### src/rtl/ld_cell_pkg.sv
// Shared types and constants for the load-cell conversion scheduler.
// Holds the FSM state encoding, A2D channels, timer terminal counts, thresholds.
package ld_cell_pkg;

    typedef enum logic [2:0] {
        IDLE   = 3'd0,
        WAIT_L = 3'd1,
        WAIT_R = 3'd2,
        WAIT_B = 3'd3,
        CALC   = 3'd4
    } state_t;

    localparam logic [2:0] CH_LFT_DEF  = 3'd0;
    localparam logic [2:0] CH_RGHT_DEF = 3'd4;
    localparam logic [2:0] CH_BATT_DEF = 3'd5;

    localparam logic [25:0] TMR_FULL_CNT     = 26'd65_000_000;
    localparam logic [25:0] TMR_FULL_CNT_SIM = 26'h000_FFFF;

    localparam logic [11:0] MIN_RIDER_WT_DEF = 12'h200;
    localparam logic [11:0] HYST_DEF         = 12'h040;

    function automatic logic [12:0] thr_hi(input logic [11:0] m,
                                           input logic [11:0] h);
        return {1'b0, m} + {1'b0, h};
    endfunction

    // Lower threshold floors at zero rather than wrapping.
    function automatic logic [12:0] thr_lo(input logic [11:0] m,
                                           input logic [11:0] h);
        return (m > h) ? {1'b0, m - h} : 13'd0;
    endfunction

    localparam logic [12:0] SUM_HI_DEF = thr_hi(MIN_RIDER_WT_DEF, HYST_DEF);
    localparam logic [12:0] SUM_LO_DEF = thr_lo(MIN_RIDER_WT_DEF, HYST_DEF);

endpackage

### src/rtl/ld_cell_sched_if.sv
// Conversion request/response bundle between the scheduler and the A2D block.
// master = scheduler, slave = A2D/SPI interface.
interface ld_cell_sched_if;
    logic        cnv_req;
    logic [2:0]  cnv_chnl;
    logic        cnv_done;
    logic [11:0] cnv_data;

    modport master (
        output cnv_req,
        output cnv_chnl,
        input  cnv_done,
        input  cnv_data
    );

    modport slave (
        input  cnv_req,
        input  cnv_chnl,
        output cnv_done,
        output cnv_data
    );
endinterface

### src/rtl/settle_tmr.sv
// Rider-settle timer: saturating up-counter with synchronous clear.
// FAST_SIM shortens the terminal count for simulation.
module settle_tmr
    import ld_cell_pkg::*;
#(
    parameter bit FAST_SIM = 1'b0
) (
    input  logic clk,
    input  logic rst_n,
    input  logic clr,
    output logic tmr_full
);

    localparam logic [25:0] TERM = FAST_SIM ? TMR_FULL_CNT_SIM : TMR_FULL_CNT;

    logic [25:0] cnt_q, cnt_d;
    logic        full_q, full_d;

    always_comb begin
        cnt_d = cnt_q;
        if (clr)
            cnt_d = 26'd0;
        else if (cnt_q != TERM)
            cnt_d = cnt_q + 26'd1;
        full_d = (cnt_q == TERM);
    end

    always_ff @(posedge clk or negedge rst_n) begin
        if (!rst_n) begin
            cnt_q  <= 26'd0;
            full_q <= 1'b0;
        end else begin
            cnt_q  <= cnt_d;
            full_q <= full_d;
        end
    end

    assign tmr_full = full_q;

endmodule

### src/rtl/ld_cell_sched.sv
// Round-robin left/right/battery A2D sequencer with rider threshold flags.
// Define A2D_TIMEOUT_EN to add the conversion watchdog and sticky a2d_err.
module ld_cell_sched
    import ld_cell_pkg::*;
#(
    parameter logic [11:0] MIN_RIDER_WT = MIN_RIDER_WT_DEF,
    parameter logic [11:0] HYST         = HYST_DEF,
    parameter bit          FAST_SIM     = 1'b0,
    parameter logic [2:0]  CH_LFT       = CH_LFT_DEF,
    parameter logic [2:0]  CH_RGHT      = CH_RGHT_DEF,
    parameter logic [2:0]  CH_BATT      = CH_BATT_DEF
) (
    input  logic                   clk,
    input  logic                   rst_n,
    input  logic                   nxt,
    ld_cell_sched_if.master        a2d,
    input  logic                   clr_tmr,
    output logic [11:0]            lft_ld,
    output logic [11:0]            rght_ld,
    output logic [11:0]            batt,
    output logic                   vld,
    output logic                   sum_gt_min,
    output logic                   sum_lt_min,
    output logic                   diff_gt_1_4,
    output logic                   diff_gt_15_16,
`ifdef A2D_TIMEOUT_EN
    output logic                   a2d_err,
`endif
    output logic                   tmr_full
);

    localparam logic [12:0] SUM_HI = thr_hi(MIN_RIDER_WT, HYST);
    localparam logic [12:0] SUM_LO = thr_lo(MIN_RIDER_WT, HYST);

    state_t      state_q, state_d;
    logic        req_q, req_d;
    logic [2:0]  chnl_q, chnl_d;
    logic [11:0] lft_q, lft_d, rght_q, rght_d, batt_q, batt_d;
    logic        vld_q, vld_d;
    logic        gt_q, gt_d, lt_q, lt_d;
    logic        d14_q, d14_d, d1516_q, d1516_d;
    logic [12:0] sum;
    logic [11:0] diff;
    logic        waiting;
    logic        tmo;

    assign waiting = (state_q == WAIT_L) || (state_q == WAIT_R) ||
                     (state_q == WAIT_B);

`ifdef A2D_TIMEOUT_EN
    logic [11:0] wdog_q, wdog_d;
    logic        err_q, err_d;

    always_comb begin
        wdog_d = wdog_q;
        if (req_q)
            wdog_d = 12'd1;
        else if (waiting)
            wdog_d = wdog_q + 12'd1;
    end

    assign tmo   = waiting && !a2d.cnv_done && (wdog_q == 12'hFFF);
    assign err_d = err_q | tmo;

    always_ff @(posedge clk or negedge rst_n) begin
        if (!rst_n) begin
            wdog_q <= 12'd0;
            err_q  <= 1'b0;
        end else begin
            wdog_q <= wdog_d;
            err_q  <= err_d;
        end
    end

    assign a2d_err = err_q;
`else
    assign tmo = 1'b0;
`endif

    always_ff @(posedge clk or negedge rst_n) begin
        if (!rst_n)
            state_q <= IDLE;
        else
            state_q <= state_d;
    end

    always_comb begin
        state_d = state_q;
        unique case (state_q)
            IDLE:    if (nxt) state_d = WAIT_L;
            WAIT_L:  if (a2d.cnv_done) state_d = WAIT_R;
            WAIT_R:  if (a2d.cnv_done) state_d = WAIT_B;
            WAIT_B:  if (a2d.cnv_done) state_d = CALC;
            CALC:    state_d = IDLE;
            default: state_d = IDLE;
        endcase
        if (tmo)
            state_d = IDLE;
    end

    assign sum  = {1'b0, lft_q} + {1'b0, rght_q};
    assign diff = (lft_q >= rght_q) ? lft_q - rght_q : rght_q - lft_q;

    // Flags register on the final done so they land together with vld.
    always_comb begin
        req_d   = 1'b0;
        chnl_d  = chnl_q;
        lft_d   = lft_q;
        rght_d  = rght_q;
        batt_d  = batt_q;
        vld_d   = 1'b0;
        gt_d    = gt_q;
        lt_d    = lt_q;
        d14_d   = d14_q;
        d1516_d = d1516_q;
        unique case (state_q)
            IDLE: begin
                if (nxt) begin
                    req_d  = 1'b1;
                    chnl_d = CH_LFT;
                end
            end
            WAIT_L: begin
                if (a2d.cnv_done) begin
                    lft_d  = a2d.cnv_data;
                    req_d  = 1'b1;
                    chnl_d = CH_RGHT;
                end
            end
            WAIT_R: begin
                if (a2d.cnv_done) begin
                    rght_d = a2d.cnv_data;
                    req_d  = 1'b1;
                    chnl_d = CH_BATT;
                end
            end
            WAIT_B: begin
                if (a2d.cnv_done) begin
                    batt_d  = a2d.cnv_data;
                    vld_d   = 1'b1;
                    gt_d    = sum > SUM_HI;
                    lt_d    = sum < SUM_LO;
                    d14_d   = {1'b0, diff} > (sum >> 2);
                    d1516_d = {1'b0, diff} > (sum - (sum >> 4));
                end
            end
            default: ;
        endcase
    end

    always_ff @(posedge clk or negedge rst_n) begin
        if (!rst_n) begin
            req_q   <= 1'b0;
            chnl_q  <= CH_LFT;
            lft_q   <= 12'd0;
            rght_q  <= 12'd0;
            batt_q  <= 12'd0;
            vld_q   <= 1'b0;
            gt_q    <= 1'b0;
            lt_q    <= 1'b1;
            d14_q   <= 1'b0;
            d1516_q <= 1'b0;
        end else begin
            req_q   <= req_d;
            chnl_q  <= chnl_d;
            lft_q   <= lft_d;
            rght_q  <= rght_d;
            batt_q  <= batt_d;
            vld_q   <= vld_d;
            gt_q    <= gt_d;
            lt_q    <= lt_d;
            d14_q   <= d14_d;
            d1516_q <= d1516_d;
        end
    end

    assign a2d.cnv_req    = req_q;
    assign a2d.cnv_chnl   = chnl_q;
    assign lft_ld         = lft_q;
    assign rght_ld        = rght_q;
    assign batt           = batt_q;
    assign vld            = vld_q;
    assign sum_gt_min     = gt_q;
    assign sum_lt_min     = lt_q;
    assign diff_gt_1_4    = d14_q;
    assign diff_gt_15_16  = d1516_q;

    settle_tmr #(.FAST_SIM(FAST_SIM)) u_tmr (
        .clk      (clk),
        .rst_n    (rst_n),
        .clr      (clr_tmr),
        .tmr_full (tmr_full)
    );

endmodule
### src/flat_wrapper.sv
// flat-port wrapper written by rule: the top's interface ports become plain ports
module ld_cell_sched_flat import ld_cell_pkg::*;
#(
    parameter logic [11:0] MIN_RIDER_WT = MIN_RIDER_WT_DEF,
    parameter logic [11:0] HYST         = HYST_DEF,
    parameter bit          FAST_SIM     = 1'b0,
    parameter logic [2:0]  CH_LFT       = CH_LFT_DEF,
    parameter logic [2:0]  CH_RGHT      = CH_RGHT_DEF,
    parameter logic [2:0]  CH_BATT      = CH_BATT_DEF
)
  (clk, rst_n, nxt, clr_tmr, lft_ld, rght_ld, batt, vld, sum_gt_min, sum_lt_min, diff_gt_1_4, diff_gt_15_16, tmr_full, a2d_cnv_req, a2d_cnv_chnl, a2d_cnv_done, a2d_cnv_data);
  ld_cell_sched_if a2d_i ();
  input  logic clk;
  input  logic rst_n;
  input  logic nxt;
  input  logic clr_tmr;
  output logic [11:0] lft_ld;
  output logic [11:0] rght_ld;
  output logic [11:0] batt;
  output logic vld;
  output logic sum_gt_min;
  output logic sum_lt_min;
  output logic diff_gt_1_4;
  output logic diff_gt_15_16;
  output logic tmr_full;
  output wire logic [$bits(a2d_i.cnv_req)-1:0] a2d_cnv_req;
  output wire logic [$bits(a2d_i.cnv_chnl)-1:0] a2d_cnv_chnl;
  input wire logic [$bits(a2d_i.cnv_done)-1:0] a2d_cnv_done;
  input wire logic [$bits(a2d_i.cnv_data)-1:0] a2d_cnv_data;
  assign a2d_cnv_req = a2d_i.cnv_req;
  assign a2d_cnv_chnl = a2d_i.cnv_chnl;
  assign a2d_i.cnv_done = a2d_cnv_done;
  assign a2d_i.cnv_data = a2d_cnv_data;
  ld_cell_sched #(.MIN_RIDER_WT(MIN_RIDER_WT), .HYST(HYST), .FAST_SIM(FAST_SIM), .CH_LFT(CH_LFT), .CH_RGHT(CH_RGHT), .CH_BATT(CH_BATT)) u_core (.clk(clk), .rst_n(rst_n), .nxt(nxt), .a2d(a2d_i), .clr_tmr(clr_tmr), .lft_ld(lft_ld), .rght_ld(rght_ld), .batt(batt), .vld(vld), .sum_gt_min(sum_gt_min), .sum_lt_min(sum_lt_min), .diff_gt_1_4(diff_gt_1_4), .diff_gt_15_16(diff_gt_15_16), .tmr_full(tmr_full));
endmodule
### config.mk
export PLATFORM = sky130hd
export DESIGN_NAME = ld_cell_sched_flat
export DESIGN_NICKNAME = d
export VERILOG_FILES = /design/src/rtl/ld_cell_pkg.sv /design/src/rtl/ld_cell_sched_if.sv /design/src/rtl/settle_tmr.sv /design/src/rtl/ld_cell_sched.sv /design/src/flat_wrapper.sv
export SDC_FILE = /design/constraint.sdc
export NUM_CORES = 1
export LEC_CHECK = 0
export BUFFER_PORTS_ARGS = -buffer_cell sky130_fd_sc_hd__buf_2
export CAP_MARGIN = 15
export CORE_AREA = 2 2 113 115
export CTS_CLUSTER_DIAMETER = 150
export DETAILED_ROUTE_END_ITERATION = 12
export DIE_AREA = 0 0 115 117
export GPL_ROUTABILITY_DRIVEN = 1
export PLACE_DENSITY = 0.69
export SETUP_SLACK_MARGIN = 0.3
export SYNTH_ARGS = -nofsm -noshare
export SYNTH_HDL_FRONTEND = slang
export SYNTH_SLANG_ARGS = --single-unit
### constraint.sdc
create_clock -name clk -period 6.5 [get_ports clk]
set_clock_uncertainty 0.2 [all_clocks]
set_input_delay 0.325 -clock clk [delete_from_list [all_inputs] [get_ports clk]]
set_output_delay 0.325 -clock clk [all_outputs]
set_load 0.01 [all_outputs]
* Yosys cells after proc, flatten, opt, wreduce, memory -nomap -nowiden
Cells that the tools add are included.
Word-level totals: register bits 75, output and inout port bits 46, word-level logic and storage cells 56
Operators by class: add/subtract/negate cells 5, magnitude comparators 5, equal/unequal tests 9, mux-type cells 15, reduce and logical (&&, ||, !) cells 9
Operators by type and width (count):
- 26-bit 2-to-1 mux | 2
- 26-bit by 1-bit adder with 26-bit output (second input constant) | 1
- 26-bit equality test (second input constant) | 1
- 26-bit inequality test (second input constant) | 1
- 12-bit subtractor | 2
- 3-bit 2-to-1 mux | 6
- 12-bit by 12-bit adder with 13-bit output | 1
- 12-bit by 13-bit greater-than comparator with 1-bit output | 1
- 13-bit by 10-bit greater-than comparator with 1-bit output (second input constant) | 1
- 13-bit by 9-bit < comparator with 1-bit output (second input constant) | 1
- 13-bit by 9-bit subtractor with 13-bit output | 1
- 12-bit greater-or-equal comparator | 1
- 12-bit by 11-bit greater-than comparator with 1-bit output | 1
- 12-bit 2-to-1 mux | 1
- 3-bit one-hot mux with 4 select lines | 1
- 3-bit one-hot mux with 3 select lines | 1
- 2-bit inequality test (second input constant) | 4
- 4-bit AND reduction | 2
- 3-bit by 2-bit equality test with 1-bit output (second input constant) | 2
- 2-bit AND reduction | 3
- 3-bit by 1-bit equality test with 1-bit output (second input constant) | 1
- 3-bit zero test | 1
- 1-bit 2-to-1 mux | 3
- 3-bit nonzero test | 1
- other kinds (3) | 3

* Logic depth before layout (Yosys ltp)
depth in word-level cells 3, mapped depth 25

* Hierarchy
Synthesis repeated with hierarchy kept, for this count alone.
Second synthesis, totals: cells, all modules 731, area, all modules 6218.5 um^2
Modules (own cells, without submodules):
- ld_cell_sched | instances 1, cells an instance 578, area each 4763.3 um^2
- settle_tmr | instances 1, cells an instance 153, area each 1455.1 um^2

* Worst setup path after synthesis
Ideal clock, no wire load.
kind register -> register, start point reg u_core.lft_q[1] (netlist: u_core.lft_ld[1]), end point reg u_core.d1516_q (netlist: u_core.diff_gt_15_16), library setup time 0.125 ns, arrival time 5.085 ns, required time 6.175 ns, path slack 1.091 ns, cell stages (with the launch flop) 25, buffers on the path 0, cells stage by stage dfrtp_1 inv_1 fa_1 o21ba_2 nor2_1 nor2_1 xnor2_1 inv_1 ha_1 fa_1 nand2b_1 a21oi_1 o2111ai_1 a21o_1 and2_1 o211ai_1 ha_1 a21o_1 a21oi_1 o21ai_0 o21ai_0 nor3_1 a221o_1 a311oi_1 nand2_1
Between the ends: cells in the longest elaborated chain, start to end 3, elaborated cells on any way between the ends 7, classes of those cells 4 x add/sub; 2 x order compare; 1 x mux
Ends and longest elaborated chain:
- start: declaration | RTL line ld_cell_sched.sv:38 | logic [11:0] lft_q, lft_d, rght_q, rght_d, batt_q, batt_d;
- start signal: assignment | RTL line ld_cell_sched.sv:166 | lft_q <= lft_d;
- 12-bit by 12-bit adder with 13-bit output (tied with other cells) | RTL line ld_cell_sched.sv:101 | assign sum = {1'b0, lft_q} + {1'b0, rght_q};
- 13-bit by 9-bit subtractor with 13-bit output / 12-bit 2-to-1 mux (equally long branches) | RTL line ld_cell_sched.sv:144, ld_cell_sched.sv:102
- 12-bit by 13-bit greater-than comparator with 1-bit output * | RTL line ld_cell_sched.sv:144 | d1516_d = {1'b0, diff} > (sum - (sum >> 4));
- end signal: assignment | RTL line ld_cell_sched.sv:162 | d1516_q <= 1'b0;
- end signal: assignment | RTL line ld_cell_sched.sv:173 | d1516_q <= d1516_d;
- end: declaration | RTL line ld_cell_sched.sv:41 | logic d14_q, d14_d, d1516_q, d1516_d;
Every way passes the cells marked *; elsewhere a longest branch is shown, timed or not. A chain may end at the register's enable or synchronous reset.

* Worst setup path after layout
start point reg u_core.lft_q[2] (netlist: u_core.lft_ld[2]), end point reg u_core.d1516_q (netlist: u_core.diff_gt_15_16)
The elaborated chain is that of the path after synthesis.

==> flow_summary.ini <==
[placement]
dpl.hpwl_um = 11200
placed_area_um2 = 6430
io_buffers = 61
place.gp.congestion = 0.913

[cts]
post-cts-setup-buffers = 0
clock_sinks = 74
cts_buffers = 9
clock_latency_ns = 0.34
cts.clk_slew.worst_paths_ns = 0.06
cts_max_path_buffers = 2
cts_tree = built
htreeDepth = 3
ctsRootBufferMaster = clkbuf_16

[logic_synthesis]
synth_seq_area_share = 0.307
synthSimpleGateAreaFrac = 0.200
synth-adder-area-share = 0.154
synth.mux.area_fraction = 0.0207
yosys-top-cells-count = 101 x nand2_1, 73 x dfrtp_1, 66 x ha_1
ys_types = 79
ys.flop_type = dfrtp_1
yosysTopAreaCell = dfrtp_1
synth_top_family_by_area = simple AND/OR/NAND/NOR gates
synth_edf_count = 0
yosysMostFrequentCell = nand2_1
synth.area.top_cells = dfrtp_1 30%, ha_1 14%, nand2_1 6.3%
ys_warn_count = 0
synth.avg_cell_area_um2 = 8.62
async_reset_ff_frac = 1.00
synth-compound-area-share = 0.181
syn_inst = 701
synth_top_area_frac = 0.302
synth_seq_cells = 74
synth_fp_nets = 788
synthXorXnorAreaFrac = 0.0820
syn_area_um2 = 6040

[global_routing]
track_usage = 0.220
grt_max_degree = 75
antenna_found_initial = 0
grt_pass1_wl_um = 23600
first_global_vias = 4859
grt_overflow_total = 0

[worst_setup_path]
crit_path_end_kind = flop
r2r-start = u_core.lft_ld[2]$_DFFE_PN0P_
rr_worst_depth = 23
arrival_ns = 5.80
path_class = flop to flop
worstReg2RegEnd = u_core.diff_gt_15_16$_DFFE_PN0P_
critPathMaxFanout = 12
required_ns = 6.52
startpoint_type = flop
rrSetupSlack_ns = 0.73

[sta]
hold_violations = 0
maxSlewHeadroom = 0.362
worstMarginPinSlew_ns = 0.958
slew_violations = 0
setup_tns_ns = 0
setup_viol = 0
layout_min_cycle_time_ns = 5.77
grt_setup_unrepaired = false
timing.final.crit_share = 0.888
fmax_mhz = 173

[floorplan]
start_util = 0.491
io_pins = 63
fp.dieH_um = 117
core_area_um2 = 12300
dieArea_um2 = 13500
die_w_um = 115
rows = 41

[min_path]
whs_endpoint = u_core.batt[2]$_DFFE_PN0P_
min-delay-start = a2d_cnv_data[2]
whs_path_depth = 3
hold_class = primary input to flop

[detailed_routing]
via_per_inst = 5.70
routed_wl_um = 14700
dr.pass1.iters = 6
drt_iter0_markers = 297
antenna_left = 0
vias = 5170
wl_per_cell_um = 16.3
post-route-drc-count = 0

[cells_and_area]
final_area_um2 = 6780
final_nets = 839
final.fill_count = 1128
final_layout_size_suffix_gt1_frac = 0.145
area_growth_pct = 12.3
diodes = 0

[run]
cap_violations = 0

[status]
status = complete, no violations
==> through the flow <==
step / hold WS (ns) / util / setup slack (ns) / instances
final: 0.00981 / 0.551 / 0.727 / 907
after global routing: 0.0342 / 0.551 / 0.344 / 907
after CTS: 0.0101 / 0.549 / 0.491 / 907
after detailed placement: 0.261 / 0.523 / 0.523 / 890
after global placement: 0.252 / 0.523 / 0.598 / 890
after floorplan: -0.171 / - / 1.09 / 701
==> worst max-delay path, stage by stage, from the launching register on <==
cell and delay, ns:
dfrtp_1 0.39, inv_1 0.07, ha_1 0.51, o21ba_2 0.22
nor3_1 0.05, or3_4 0.36, a211o_4 0.39, a211oi_1 0.28
a21oi_2 0.18, inv_2 0.11, ha_1 0.26, a21oi_1 0.17
nand3_1 0.15, or4_1 0.54, o311ai_1 0.11, ha_1 0.30
nand3_1 0.11, nor2_1 0.08, o21a_1 0.12, o21ai_1 0.24
nor3_1 0.11, a221o_1 0.36, a311oi_1 0.27, nand2_1 0.08
==> sequential cells by signal (all words and copies together), names as in the netlist <==
register / count
u_core.u_tmr.cnt_q: 26
u_core.diff_gt_1_4: 1
u_core.vld: 1
u_core.batt: 12
u_core.lft_ld: 12
u_core.state_q: 3
u_core.a2d.cnv_chnl: 2
u_core.sum_gt_min: 1
u_core.u_tmr.tmr_full: 1
u_core.sum_lt_min: 1
u_core.a2d.cnv_req: 1
u_core.diff_gt_15_16: 1
u_core.rght_ld: 12
==> kinds of logic (layout without fill, tap and decap cells) <==
family,Yosys count,count (layout)
and+or+nand+nor,257,257
AOI/OAI and AO/OA,153,153
buffers and inverters,80,136
DFF,74,74
adders and majority gates,72,72
xor gates and xnor gates,52,52
muxes,12,12
other,1,1
==> layer usage <==
metal,part of all wire,vias to the layer above,global-route usage
li1,-,2520,-
met1,0.47,2512,0.297
met4,0.021,0,0.0779
met5,0,-,0
met3,0.042,22,0.0427
met2,0.46,116,0.356
==> area by class of cell <==
cell class              count  area [um2]  share of cell area
clock inverters             4        73.8              0.0109
multi-input cells         547        3870               0.571
clock buffers              12         246              0.0364
well taps                 150         188              0.0277
flip-flops and latches     74        1850               0.273
repair buffers             65         340              0.0502
inverters                  55         206              0.0304
==> layout by cell type, fill, tap and decap left out, types with 3 or more instances in the layout <==
cell type and instances:
inv_1 52, dfrtp_1 73, nor2_1 56, or3_1 7
inv_2 3, mux2i_1 8, ha_1 64, nand2b_1 7
and3_1 10, xor2_1 23, xnor2_1 25, a311oi_1 3
mux2_2 4, a211oi_1 4, nand3_1 23, nand4_1 7
nor4_1 4, a21o_1 11, nor2b_1 14, clkbuf_16 9
nor3_1 11, o211ai_1 3, fa_1 4, buf_4 4
a31oi_1 5, buf_2 60, o41ai_1 3, o21ai_0 47
nand2_1 101, o21a_1 8, a21oi_1 34
==> worst max-delay path by stage <==
stage	cells past startpoint	start	slack, ns	end
global placement	23	u_core.lft_ld[5]$_DFFE_PN0P_	0.60	u_core.diff_gt_15_16$_DFFE_PN0P_
CTS	24	u_core.lft_ld[0]$_DFFE_PN0P_	0.49	u_core.diff_gt_15_16$_DFFE_PN0P_
detailed placement	23	u_core.lft_ld[1]$_DFFE_PN0P_	0.52	u_core.diff_gt_15_16$_DFFE_PN0P_
floorplan	24	u_core.lft_ld[1]$_DFFE_PN0P_	1.09	u_core.diff_gt_15_16$_DFFE_PN0P_
finish	23	u_core.lft_ld[2]$_DFFE_PN0P_	0.73	u_core.diff_gt_15_16$_DFFE_PN0P_
global route	23	u_core.lft_ld[2]$_DFFE_PN0P_	0.34	u_core.diff_gt_15_16$_DFFE_PN0P_
==> timing repair <==
item,CTS,global route
gates resized for setup,0,5
setup endpoints to repair,0,1
hold buffers,1,0
endpoints found under the hold margin,73,0
Power is not shown: default switching activity piles up to over one toggle a cycle in this logic, so the estimate is an artifact.
